[src/rtl/hazard_ctrl_if.sv]
// ID-side hazard controller bundle: decoded ID fields, flush/hold in; stall, bubble,
// forward selects and stall counter out. master = pipeline side, slave = controller.
interface hazard_ctrl_if #(
  parameter int HAZ_DEPTH = 2,
  parameter int CNT_W     = 16
);
  localparam int FSEL_W = $clog2(HAZ_DEPTH + 1);

  logic              id_valid;
  logic [4:0]        id_rs1;
  logic [4:0]        id_rs2;
  logic              id_rs1_used;
  logic              id_rs2_used;
  logic [4:0]        id_rd;
  logic              id_we;
  logic              id_is_load;
  logic              flush;
  logic              hold;
  logic              stall_if;
  logic              stall_id;
  logic              bubble_ex;
  logic [FSEL_W-1:0] fwd_rs1;
  logic [FSEL_W-1:0] fwd_rs2;
  logic [CNT_W-1:0]  stall_cnt;

  modport master (
    output id_valid, id_rs1, id_rs2, id_rs1_used, id_rs2_used, id_rd, id_we, id_is_load,
           flush, hold,
    input  stall_if, stall_id, bubble_ex, fwd_rs1, fwd_rs2, stall_cnt
  );

  modport slave (
    input  id_valid, id_rs1, id_rs2, id_rs1_used, id_rs2_used, id_rd, id_we, id_is_load,
           flush, hold,
    output stall_if, stall_id, bubble_ex, fwd_rs1, fwd_rs2, stall_cnt
  );
endinterface

[src/rtl/hazard_ctrl.sv]
// miniRV hazard/forwarding controller: tracks in-flight destination tags, stalls IF/ID,
// injects EX bubbles, counts stall cycles. Define HAZARD_FWD_EN for forwarding selects.

module hazard_tag_match (
  input  logic       tag_v,
  input  logic [4:0] tag_rd,
  input  logic [4:0] rs1,
  input  logic       rs1_used,
  input  logic [4:0] rs2,
  input  logic       rs2_used,
  output logic       m1,
  output logic       m2
);
  assign m1 = tag_v & rs1_used & (rs1 != 5'd0) & (tag_rd == rs1);
  assign m2 = tag_v & rs2_used & (rs2 != 5'd0) & (tag_rd == rs2);
endmodule

module hazard_ctrl #(
  parameter int HAZ_DEPTH = 2,
  parameter int CNT_W     = 16
) (
  input logic          clk,
  input logic          rst,
  hazard_ctrl_if.slave bus
);
  localparam int FSEL_W = $clog2(HAZ_DEPTH + 1);

  typedef struct packed {
    logic       v;
    logic [4:0] rd;
    logic       ld;
  } tag_t;

  tag_t [HAZ_DEPTH-1:0] tags;
  logic [HAZ_DEPTH-1:0] m1, m2;
  logic                 flush_pend;
  logic                 hz_raw, hz, fe, issue;
  logic [CNT_W-1:0]     cnt_q;
  logic [FSEL_W-1:0]    fwd1, fwd2;
  logic                 unused_ld;

  for (genvar g = 0; g < HAZ_DEPTH; g++) begin : g_stage
    hazard_tag_match u_match (
      .tag_v    (tags[g].v),
      .tag_rd   (tags[g].rd),
      .rs1      (bus.id_rs1),
      .rs1_used (bus.id_rs1_used),
      .rs2      (bus.id_rs2),
      .rs2_used (bus.id_rs2_used),
      .m1       (m1[g]),
      .m2       (m2[g])
    );
  end

`ifdef HAZARD_FWD_EN
  // Only a load still in EX cannot be forwarded; everything else is bypassed.
  assign hz_raw = (m1[0] | m2[0]) & tags[0].ld;

  // Scan oldest to youngest so the youngest producer overwrites last.
  always_comb begin
    fwd1 = '0;
    fwd2 = '0;
    for (int k = HAZ_DEPTH - 1; k >= 0; k--) begin
      if (m1[k]) fwd1 = FSEL_W'(k + 1);
      if (m2[k]) fwd2 = FSEL_W'(k + 1);
    end
  end
`else
  assign hz_raw = |{m1, m2};
  assign fwd1   = '0;
  assign fwd2   = '0;
`endif

  always_comb begin
    unused_ld = 1'b0;
    for (int k = 0; k < HAZ_DEPTH; k++) unused_ld = unused_ld ^ tags[k].ld;
  end

  assign hz    = bus.id_valid & hz_raw;
  assign fe    = (bus.flush | flush_pend) & ~bus.hold;
  assign issue = bus.id_valid & ~hz & ~fe & ~bus.hold;

  // Flush wins over the hazard stall so the fetch redirect is not blocked.
  assign bus.stall_if  = bus.hold | (hz & ~fe);
  assign bus.stall_id  = bus.hold | (hz & ~fe);
  assign bus.bubble_ex = ~bus.hold & (fe | hz);
  assign bus.fwd_rs1   = fwd1;
  assign bus.fwd_rs2   = fwd2;
  assign bus.stall_cnt = cnt_q;

  always_ff @(posedge clk) begin
    if (rst) begin
      tags       <= '0;
      flush_pend <= 1'b0;
      cnt_q      <= '0;
    end else if (bus.hold) begin
      // Pipeline frozen: remember a flush that arrived during the freeze.
      flush_pend <= flush_pend | bus.flush;
    end else begin
      flush_pend <= 1'b0;
      for (int k = HAZ_DEPTH - 1; k > 0; k--) tags[k] <= tags[k-1];
      if (issue && bus.id_we && bus.id_rd != 5'd0)
        tags[0] <= '{v: 1'b1, rd: bus.id_rd, ld: bus.id_is_load};
      else
        tags[0] <= '0;
      if (hz && !fe && cnt_q != {CNT_W{1'b1}})
        cnt_q <= cnt_q + CNT_W'(1);
    end
  end
endmodule

[src/flat_wrapper.sv]
// flat-port wrapper written by rule: the top's interface ports become plain ports
module hazard_ctrl_flat 
#(
  parameter int HAZ_DEPTH = 2,
  parameter int CNT_W     = 16
)
  (clk, rst, bus_id_valid, bus_id_rs1, bus_id_rs2, bus_id_rs1_used, bus_id_rs2_used, bus_id_rd, bus_id_we, bus_id_is_load, bus_flush, bus_hold, bus_stall_if, bus_stall_id, bus_bubble_ex, bus_fwd_rs1, bus_fwd_rs2, bus_stall_cnt);
  hazard_ctrl_if #(.HAZ_DEPTH(HAZ_DEPTH), .CNT_W(CNT_W)) bus_i ();
  input logic clk;
  input logic rst;
  input wire logic [$bits(bus_i.id_valid)-1:0] bus_id_valid;
  input wire logic [$bits(bus_i.id_rs1)-1:0] bus_id_rs1;
  input wire logic [$bits(bus_i.id_rs2)-1:0] bus_id_rs2;
  input wire logic [$bits(bus_i.id_rs1_used)-1:0] bus_id_rs1_used;
  input wire logic [$bits(bus_i.id_rs2_used)-1:0] bus_id_rs2_used;
  input wire logic [$bits(bus_i.id_rd)-1:0] bus_id_rd;
  input wire logic [$bits(bus_i.id_we)-1:0] bus_id_we;
  input wire logic [$bits(bus_i.id_is_load)-1:0] bus_id_is_load;
  input wire logic [$bits(bus_i.flush)-1:0] bus_flush;
  input wire logic [$bits(bus_i.hold)-1:0] bus_hold;
  output wire logic [$bits(bus_i.stall_if)-1:0] bus_stall_if;
  output wire logic [$bits(bus_i.stall_id)-1:0] bus_stall_id;
  output wire logic [$bits(bus_i.bubble_ex)-1:0] bus_bubble_ex;
  output wire logic [$bits(bus_i.fwd_rs1)-1:0] bus_fwd_rs1;
  output wire logic [$bits(bus_i.fwd_rs2)-1:0] bus_fwd_rs2;
  output wire logic [$bits(bus_i.stall_cnt)-1:0] bus_stall_cnt;
  assign bus_i.id_valid = bus_id_valid;
  assign bus_i.id_rs1 = bus_id_rs1;
  assign bus_i.id_rs2 = bus_id_rs2;
  assign bus_i.id_rs1_used = bus_id_rs1_used;
  assign bus_i.id_rs2_used = bus_id_rs2_used;
  assign bus_i.id_rd = bus_id_rd;
  assign bus_i.id_we = bus_id_we;
  assign bus_i.id_is_load = bus_id_is_load;
  assign bus_i.flush = bus_flush;
  assign bus_i.hold = bus_hold;
  assign bus_stall_if = bus_i.stall_if;
  assign bus_stall_id = bus_i.stall_id;
  assign bus_bubble_ex = bus_i.bubble_ex;
  assign bus_fwd_rs1 = bus_i.fwd_rs1;
  assign bus_fwd_rs2 = bus_i.fwd_rs2;
  assign bus_stall_cnt = bus_i.stall_cnt;
  hazard_ctrl #(.HAZ_DEPTH(HAZ_DEPTH), .CNT_W(CNT_W)) u_core (.clk(clk), .rst(rst), .bus(bus_i));
endmodule
[config.mk]
export PLATFORM = sky130hd
export DESIGN_NAME = hazard_ctrl_flat
export DESIGN_NICKNAME = d
export VERILOG_FILES = /design/src/rtl/hazard_ctrl_if.sv /design/src/rtl/hazard_ctrl.sv /design/src/flat_wrapper.sv
export SDC_FILE = /design/constraint.sdc
export NUM_CORES = 1
export LEC_CHECK = 0
export CORE_ASPECT_RATIO = 0.9
export CORE_MARGIN = 2
export CORE_UTILIZATION = 47
export CTS_CLUSTER_SIZE = 12
export DETAILED_ROUTE_END_ITERATION = 12
export PLACE_DENSITY_LB_ADDON = 0.08
export SETUP_SLACK_MARGIN = 0.2
export SLEW_MARGIN = 20
export SYNTH_ARGS = -nofsm -noshare
export SYNTH_HDL_FRONTEND = slang
export SYNTH_SLANG_ARGS = --single-unit
[constraint.sdc]
create_clock -name clk -period 2.63 [get_ports clk]
set_input_delay 0.3945 -clock clk [delete_from_list [all_inputs] [get_ports clk]]
set_output_delay 0.3945 -clock clk [all_outputs]
set_load 0.02 [all_outputs]
; ---- Yosys cells after proc, flatten, opt, wreduce, memory -nomap -nowiden
; Cells that the tools add are included.
; Widths: inputs -> output; s select.
[op_classes]
mux = 1
bitwise_logic = 25
reduce_logical = 11
n_eq_ne = 5
n_addsub = 1
[ops]
columns = cell, n
row1 = $eq 5x5->1, 4
row2 = $and 1x1->1, 19
row3 = $add 16x1->16 const B, 1
row4 = $ne 16x16->1 const B, 1
row5 = $reduce_bool 5->1, 3
row6 = $mux 7, 1
row7 = $logic_and 1x1->1, 4
row8 = $reduce_or 4->1, 1
row9 = $not 1->1, 3
row10 = $or 1x1->1, 3
row11 = $reduce_and 2->1, 1
row12 = $reduce_or 2->1, 1
row13 = $logic_not 1->1, 1
[totals]
input_bits = 24
output_inout_bits = 23
register_bits = 29
word_cells = 49

; ---- Longest topological paths before layout
; Gate-level depths: netlist of the first run.
[logic_depth]
ltp_word = 12
depth_mapped = 9
mapped_depth_nobuf = 7

; ---- Cells and area by module
; A second synthesis of the first run with hierarchy kept.
[hier_totals]
cells_unflattened = 179
area_unflattened_um2 = 1577.8
[modules_own_cells]
columns = module, cells_each, area_each_um2, n_inst, seq_area_each_um2
row1 = hazard_ctrl, 141, 1292.5, 1, 580.6
row2 = hazard_tag_match, 19, 142.6, 2, 0.0

; ---- Worst setup path after synthesis of the first run
; OpenSTA, ideal clock, no wires.
[synth_timing]
path_type = input to output
startpoint = input port bus_id_rs2[4]
endpoint = output port bus_stall_if
cell_stages = 8
path_slack_ns = -0.081
path_buffers = 2
t_arrival_ns = 2.316
t_required_ns = 2.236
path_cell_list = xor2_1 > nor4_2 > a32oi_1 > o22a_2 > buf_6 > nand2b_1 > o31ai_1 > buf_4
[synth_via]
elab_chain_cells = 7
word_cells_on_any_way = 11
classes_between = eq/ne (2) / bitwise (7) / reduce/logical (2)
[synth_rtl]
columns = element, line
row1 = from (decl), flat_wrapper.sv:13  ; input wire logic [$bits(bus_i.id_rs2)-1:0] bus_id_rs2;
row2 = $reduce_bool 5->1, hazard_ctrl.sv:15  ; assign m2 = tag_v & rs2_used & (rs2 != 5'd0) & (tag_rd == rs2);
row3 = $and 1x1->1 (2 in series), hazard_ctrl.sv:15
row4 = $reduce_or 4->1 (*), hazard_ctrl.sv:69  ; assign hz_raw = |{m1, m2};
row5 = $and 1x1->1 (*), hazard_ctrl.sv:79  ; assign hz = bus.id_valid & hz_raw;
row6 = $and 1x1->1 (*), --
row7 = $or 1x1->1 (*), --
row8 = to (decl), flat_wrapper.sv:21  ; output wire logic [$bits(bus_i.stall_if)-1:0] bus_stall_if;
; Every way passes the cells marked *; elsewhere a longest branch is shown, timed or not.

; ---- Final worst setup path of the first run
[layout_timing]
startpoint = input port bus_id_rs2[1]
endpoint = output port bus_stall_id
[layout_via]
elab_chain_cells = 7
word_cells_on_any_way = 11
classes_between = eq/ne (2) / bitwise (7) / reduce/logical (2)
[layout_rtl]
columns = element, line
row1 = $reduce_bool 5->1, hazard_ctrl.sv:15
row2 = $and 1x1->1 (2 in series), hazard_ctrl.sv:15
row3 = $reduce_or 4->1 (*), hazard_ctrl.sv:69
row4 = $and 1x1->1 (*), hazard_ctrl.sv:79
row5 = $and 1x1->1 (*), hazard_ctrl.sv:85  ; assign bus.stall_id = bus.hold | (hz & ~fe);
row6 = $or 1x1->1 (*), hazard_ctrl.sv:85
row7 = to (decl), flat_wrapper.sv:22  ; output wire logic [$bits(bus_i.stall_id)-1:0] bus_stall_id;
; Marked as above.

==> results of run 1 <==
-- final cells by class --
cell class	instances	share of cell area, %
multi-input cells	157	46.5
flip-flops and latches	29	26.5
repair buffers	49	20.4
clock buffers	8	3.60
well taps	44	2.47
inverters	3	0.506
-- power by group through the flow --
stage / Clock (W) / Combinational, W / Sequential [W]
6_report: 0.000351 / 0.000104 / 0.000445
5_1_grt: 0.000378 / 0.000114 / 0.000445
4_1_cts: 0.000363 / 0.000102 / 0.000446
3_5_place_dp: 0 / 0.000107 / 0.000455
3_3_place_gp: 0 / 0.000103 / 0.000455
2_1_floorplan: 0 / 0.0000543 / 0.000454
-- synth_stat cells, types with 2 or more instances --
| cell type | n | share of area, % |
|---|---|---|
| and2_1 | 2 | 0.75 |
| dfxtp_1 | 29 | 35 |
| and3_1 | 3 | 1.1 |
| mux2i_1 | 6 | 3.6 |
| a21oi_1 | 19 | 5.7 |
| nand4_1 | 8 | 3.0 |
| o21ai_0 | 3 | 0.90 |
| mux2_2 | 3 | 2.0 |
| o31ai_1 | 11 | 4.9 |
| nor2b_1 | 3 | 1.1 |
| buf_4 | 5 | 2.2 |
| xnor2_1 | 4 | 2.1 |
| nor4_1 | 4 | 1.5 |
| or3_1 | 2 | 0.75 |
| xor2_1 | 16 | 8.4 |
| a32oi_1 | 2 | 1.0 |
| nand3_1 | 9 | 2.7 |
| inv_1 | 3 | 0.67 |
| nand2_1 | 16 | 3.6 |
| buf_2 | 2 | 0.60 |
| clkbuf_1 | 8 | 1.8 |
| nor2_1 | 15 | 3.4 |
| or4_1 | 12 | 5.4 |
| nor3_1 | 6 | 1.8 |
-- layout by cell type (no fill, tap or decap), drive strengths merged --
cell	count
dfxtp	29
clkdlybuf4s50	28
a21oi	19
nand2	16
xor2	16
nor2	15
or4	12
o31ai	11
buf	11
nand3	9
clkbuf	9
nand4	8
dlygate4sd2	7
nor3	6
mux2i	6
nor4	5
xnor2	4
conb	4
inv	3
and3	3
nor2b	3
mux2	3
o21ai	3
and2	2
a32oi	2
or3	2
clkdlybuf4s15	2
o22a	1
nand2b	1
o41ai	1
or4b	1
nor3b	1
o21a	1
o21ba	1
ha	1
-- worst min-delay path, stage by stage (launching register included) --
cell	delay [ps]
dfxtp_1	320
o31ai_1	70
a21oi_1	50
-- cells by family after synthesis --
| family | share of synthesized area [%] |
|---|---|
| compound gates | 14.7 |
| xor+xnor | 10.5 |
| fa+ha+maj | 0.748 |
| mux | 5.61 |
| buf+inv | 6.21 |
| flops | 34.7 |
| simple gates | 27.2 |
| other cells | 0.224 |
-- how the worst max path moves through the flow --
stage	depth (start not counted)	startpoint	endpoint	slack (ps)
4_1_cts	7	u_core.tags[12]	bus_stall_id	200
3_3_place_gp	8	bus_id_rs2[4]	bus_stall_id	-400
6_report	8	bus_id_rs2[1]	bus_stall_id	260
3_5_place_dp	8	bus_id_rs2[2]	bus_stall_id	-510
5_1_grt	7	u_core.tags[10]	bus_stall_id	210
2_1_floorplan	8	bus_id_rs2[4]	bus_stall_if	250
-- through the flow --
stage               util, %  cell area [um^2]
floorplan                 -              1700
global placement       62.4              2120
detailed placement     62.4              2120
CTS                    64.9              2210
global route           65.4              2220
finish                 65.4              2220
-- layer usage --
layer | part of all wire, % | wire, um | up-vias | GRT usage (%)
met1 | 47 | 2010 | 765 | 31.1
met5 | 0 | 0 | - | 0
met4 | 1.5 | 65 | 0 | 9.91
met2 | 44 | 1880 | 65 | 34.7
met3 | 7.2 | 308 | 6 | 7.05
li1 | - | - | 823 | -
-- flip-flops by register name, summed over array words and instances (netlist names) --
name and flops:
u_core.bus.stall_cnt 16, u_core.flush_pend 1, u_core.tags 12
-- repair_timing --
action                                  4_1_cts  5_1_grt
endpoints found under the setup margin        7        4
pin swaps                                     6        6
gates resized for setup                      33        9
buffers inserted                              1        0
==> flow_metrics.tcl, run 1 <==
set metrics [dict create \
    rsz0062_at_grt "false" \
    dp_slack_ps -506 \
    fmax_mhz 422 \
    ys_types 36 \
    multi_input_area_um2 1030 \
    final_hold_viol_count 0 \
    cts_made_buffers 5 \
    skew_ps 8.16 \
    finalCriticalPeriod_ps 2370 \
    reg2reg_from "u_core.tags[10]" \
    crit_buf_inv 2 \
    antenna_found_initial 0 \
    whs_ps 492 \
    wl_mm 4.27 \
    dieWidth_um 66.9 \
    synth_seq_cells 29 \
    ff2ff_path_depth 7 \
    yosysWarningCount 0 \
    path_max_fanout 3 \
    cp-start-kind "primary input" \
    reg2reg_to "u_core.bus.stall_cnt[7]" \
    power.switching_w 0.000223 \
    p_int_w 0.000677 \
    cts_tree "done" \
    hpwlAfterDp_mm 3.13 \
    dpl.cell_count 281 \
    vias 1659 \
    hold_path_end "u_core.bus.stall_cnt[8]" \
    maxSlewViolCount 0 \
    worstPathRequired_ps 2240 \
    power_frac_seq_pct 49.4 \
    critical_path_arrival_ps 1980 \
    regArea_um2 591 \
    async_flop_share_pct 0 \
    clk_pin_slew_worst_paths_ps 60 \
    gr-total-overflow 0 \
    synth_flop_cell "dfxtp_1" \
    clockPowerShare_pct 39.0 \
    synthesis.area_um2 1670 \
    layout.cells.non_filler 290 \
    start_util_pct 49.1 \
    first_pass_iters 4 \
    grt_max_degree 36 \
    clock_path_buffers 2 \
    num_rows 20 \
    crit_chain "clkdlybuf4s15_1 -> xor2_1 -> nor4_2 -> a32oi_1 -> o22a_2 -> nand2b_4 -> o31ai_4 -> buf_6" \
    cts_sinks 29 \
    power_switching_share_pct 24.8 \
    n_fill_cell 301 \
    synth_area_per_cell_um2 8.23 \
    ys_seq_area_share_pct 34.7 \
    ant_nets 0 \
    hold_depth 2 \
    cts_root_buffer "clkbuf_8" \
    syn_inst 203 \
    max_slew_margin_pct 62.2 \
    port_buffers 41 \
    tightest_slew_ps 565 \
    critical_path.top_delay_family "compound AO/OA/AOI/OAI gates" \
    grt_usage_pct 23.1 \
    ios 47 \
    area_growth_pct 33.1 \
    die_y_um 60.6 \
    post-route-period-util_pct 90.1 \
    crit_type "in2out" \
    cap_viol_max_count 0 \
    combPwrFrac_pct 11.6 \
    grt_pass1_wl_mm 6.89 \
    setup_ws_ps 259 \
    grt_pass1_vias 1486 \
    hold_buffers 0 \
    power.total_w 0.000900 \
    leakagePower_nw 0.800 \
    drc_errors 0 \
    insertion_delay_ps 290 \
    drive_above_1_share_pct 13.4 \
    num_antenna_cells 0 \
    initialDrtViolationCount 163 \
    nets 270 \
    power.density_nw_per_um2 405 \
    cts_max_level 2 \
    outcome "completed" \
    fp.coreArea_um2 3400 \
    crit_slowest_cell "nor4_2" \
    hp-class "reg2reg" \
    end_kind "output pin" \
    hp-start "u_core.bus.stall_cnt[8]" \
    setup_tns_ps 0 \
    die-area_um2 4050 \
    ir_worst_vdd_mv 0.306 \
    reg2reg_setup_slack_ps 330 \
    vias_per_cell 5.72 \
    max_stage_delay_ps 270 \
    synth-edff-count 0 \
    avgRoutedWirePerCell_um 14.7 \
    gp_congestion 0.854 \
    setup_viol_count_final 0 \
]
(Power assumes the default switching activity.)
==> inputs of run 2 (changes only) <==
Settings changed: CORE_UTILIZATION 47 to 51.
Clock period 2.63 ns to 3 ns, I/O delays scaled along.
==> run 2 against run 1 <==
Clock-buffer cell count is 3 lower. Core utilization is 4.7 points higher. Non-clock buffer count is 3 lower. Clock skew is 0.74 ps higher. Register-to-register slack better by 340 ps. Via count is 0.42% lower. Critical endpoint unchanged. Largest power group unchanged.
==> flow_metrics.tcl, run 2 (synthesis gave the netlist of run 1 again) <==
set metrics [dict create \
    die-area_um2 3750 \
    max_stage_delay_ps 590 \
    critical_path_arrival_ps 2250 \
    hold_buffers 0 \
    antenna_found_initial 0 \
    cts_tree "done" \
    gr-total-overflow 0 \
    avgRoutedWirePerCell_um 14.8 \
    finalCriticalPeriod_ps 2700 \
    area_growth_pct 29.5 \
    insertion_delay_ps 340 \
    num_rows 19 \
    end_kind "output pin" \
    max_slew_margin_pct 63.0 \
    wl_mm 4.22 \
    dieWidth_um 64.3 \
    grt_usage_pct 23.3 \
    cts_made_buffers 5 \
    worstPathRequired_ps 2550 \
    grt_pass1_vias 1497 \
    die_y_um 58.3 \
    skew_ps 8.90 \
    hold_path_end "u_core.bus.stall_cnt[8]" \
    leakagePower_nw 0.811 \
    largest_reg_flops 16 \
    crit_type "in2out" \
    rsz0062_at_grt "false" \
    reg2reg_to "u_core.bus.stall_cnt[7]" \
    ir_worst_vdd_mv 0.318 \
    finish.utilization_pct 70.0 \
    cts_max_level 2 \
    whs_ps 506 \
    drc_errors 0 \
    ios 47 \
    outcome "completed" \
    nets 267 \
    cap_viol_max_count 0 \
    num_antenna_cells 0 \
    tightest_slew_ps 554 \
    cts_root_buffer "clkbuf_4" \
    vias 1652 \
    hp-class "reg2reg" \
    ant_nets 0 \
    initialDrtViolationCount 85 \
    gr-usage-met1_pct 32.4 \
    crit_chain "clkdlybuf4s50_1 -> or4_1 -> o21ai_0 -> o22a_2 -> nand2b_1 -> o31ai_2 -> buf_4" \
    vias_per_cell 5.80 \
    grt_max_degree 36 \
    clock_path_buffers 2 \
    dpl.cell_count 277 \
    grt_pass1_wl_mm 6.81 \
    path_max_fanout 3 \
    critPathLaunch "bus_id_rs2[0]" \
    hold_depth 2 \
    final_hold_viol_count 0 \
    post-route-period-util_pct 90.1 \
    n_fill_cell 258 \
    crit_slowest_cell "or4_1" \
    layout_commonest_cell "clkdlybuf4s50_1" \
    power.density_nw_per_um2 335 \
    grtUsageMet3_pct 5.74 \
    regArea_um2 581 \
    first_pass_iters 4 \
    reg2reg_setup_slack_ps 670 \
    port_buffers 41 \
    gr-max-usage-layer "met2" \
    final_cell_mix "31 x clkdlybuf4s50_1, 29 x dfxtp_1, 19 x a21oi_1" \
    fmax_mhz 370 \
    layout.cells.non_filler 285 \
    start_util_pct 54.1 \
    reg2reg_from "u_core.tags[5]" \
    hpwlAfterDp_mm 3.05 \
    hp-start "u_core.bus.stall_cnt[8]" \
    clk_pin_slew_worst_paths_ps 100 \
    fp.coreArea_um2 3090 \
    cts_sinks 29 \
    grtUsageMet2_pct 36.2 \
    multi_input_area_um2 1010 \
    drive_above_1_share_pct 9.88 \
    cp-start-kind "primary input" \
    setup_viol_count_final 0 \
    gp_congestion 0.886 \
    maxSlewViolCount 0 \
    ff2ff_path_depth 7 \
]
==> run 2: cell count changes in the layout (fill, tap and decap cells not counted), sizes merged <==
cell / previous run / this run
buf: 11 / 8
clkdlybuf4s15: 2 / 0
clkbuf: 9 / 5
dlymetal6s2s: 0 / 7
clkinvlp: 0 / 1
clkinv: 0 / 2
clkdlybuf4s50: 28 / 31
dlygate4sd2: 7 / 0
==> run 2: per-stage QoR <==
stage	cell area, um^2	worst slack, ps	setup TNS (ps)	total power [W]
after global routing	2160	202	0	0.000754
after floorplan	1690	392	0	0.000445
final	2160	296	0	0.000726
after global placement	2100	-175	-430	0.000487
after CTS	2140	207	0	0.000727
after detailed placement	2100	-237	-583	0.000490
==> run 2: worst max-delay path by stage <==
stage / endpoint / depth (start not counted)
after floorplan: bus_stall_if / 8
after global placement: bus_stall_id / 8
after detailed placement: bus_stall_id / 8
after CTS: bus_stall_id / 8
after global routing: bus_stall_id / 8
final: bus_stall_id / 7
==> run 2: metal layers <==
| metal | share of wire, % | routed length [um] |
|---|---|---|
| met1 | 47 | 1970 |
| met2 | 45 | 1910 |
| met3 | 6.2 | 261 |
| met4 | 1.7 | 73 |
| met5 | 0 | 0 |
==> run 2: area by class of cell <==
cell class	instances	area share, %
clock buffer	5	1.73
timing repair buffer	46	21.0
inverter	3	0.520
tap	42	2.43
clock inverter	3	0.809
multi-input combinational	157	46.6
sequential	29	26.8
==> run 2: worst max-delay path, delay by kind of cell <==
kind / cells / cell delay (ps)
buf+inv: 2 / 640
compound gates: 3 / 440
simple gates: 2 / 720
==> run 2: report_power, final <==
part           switching (W)  leakage [nW]  internal (W)  total (W)
combinational      0.0000477         0.546     0.0000437  0.0000914
sequential        0.00000276         0.234      0.000387   0.000390
clock               0.000156        0.0310     0.0000882   0.000245
==> run 2: timing repair <==
action,in CTS,in global routing
endpoints found under the hold margin,0,0
setup endpoints to repair,3,3
gates resized for setup,12,11
setup buffers,0,0
cloned,0,0
pin swaps,0,7
==> inputs of run 3 (changes only) <==
Settings changed: CTS_CLUSTER_SIZE 12 to 8.
==> results of run 3 <==
No change in the layout: final DEF, timing and power equal those of run 2.
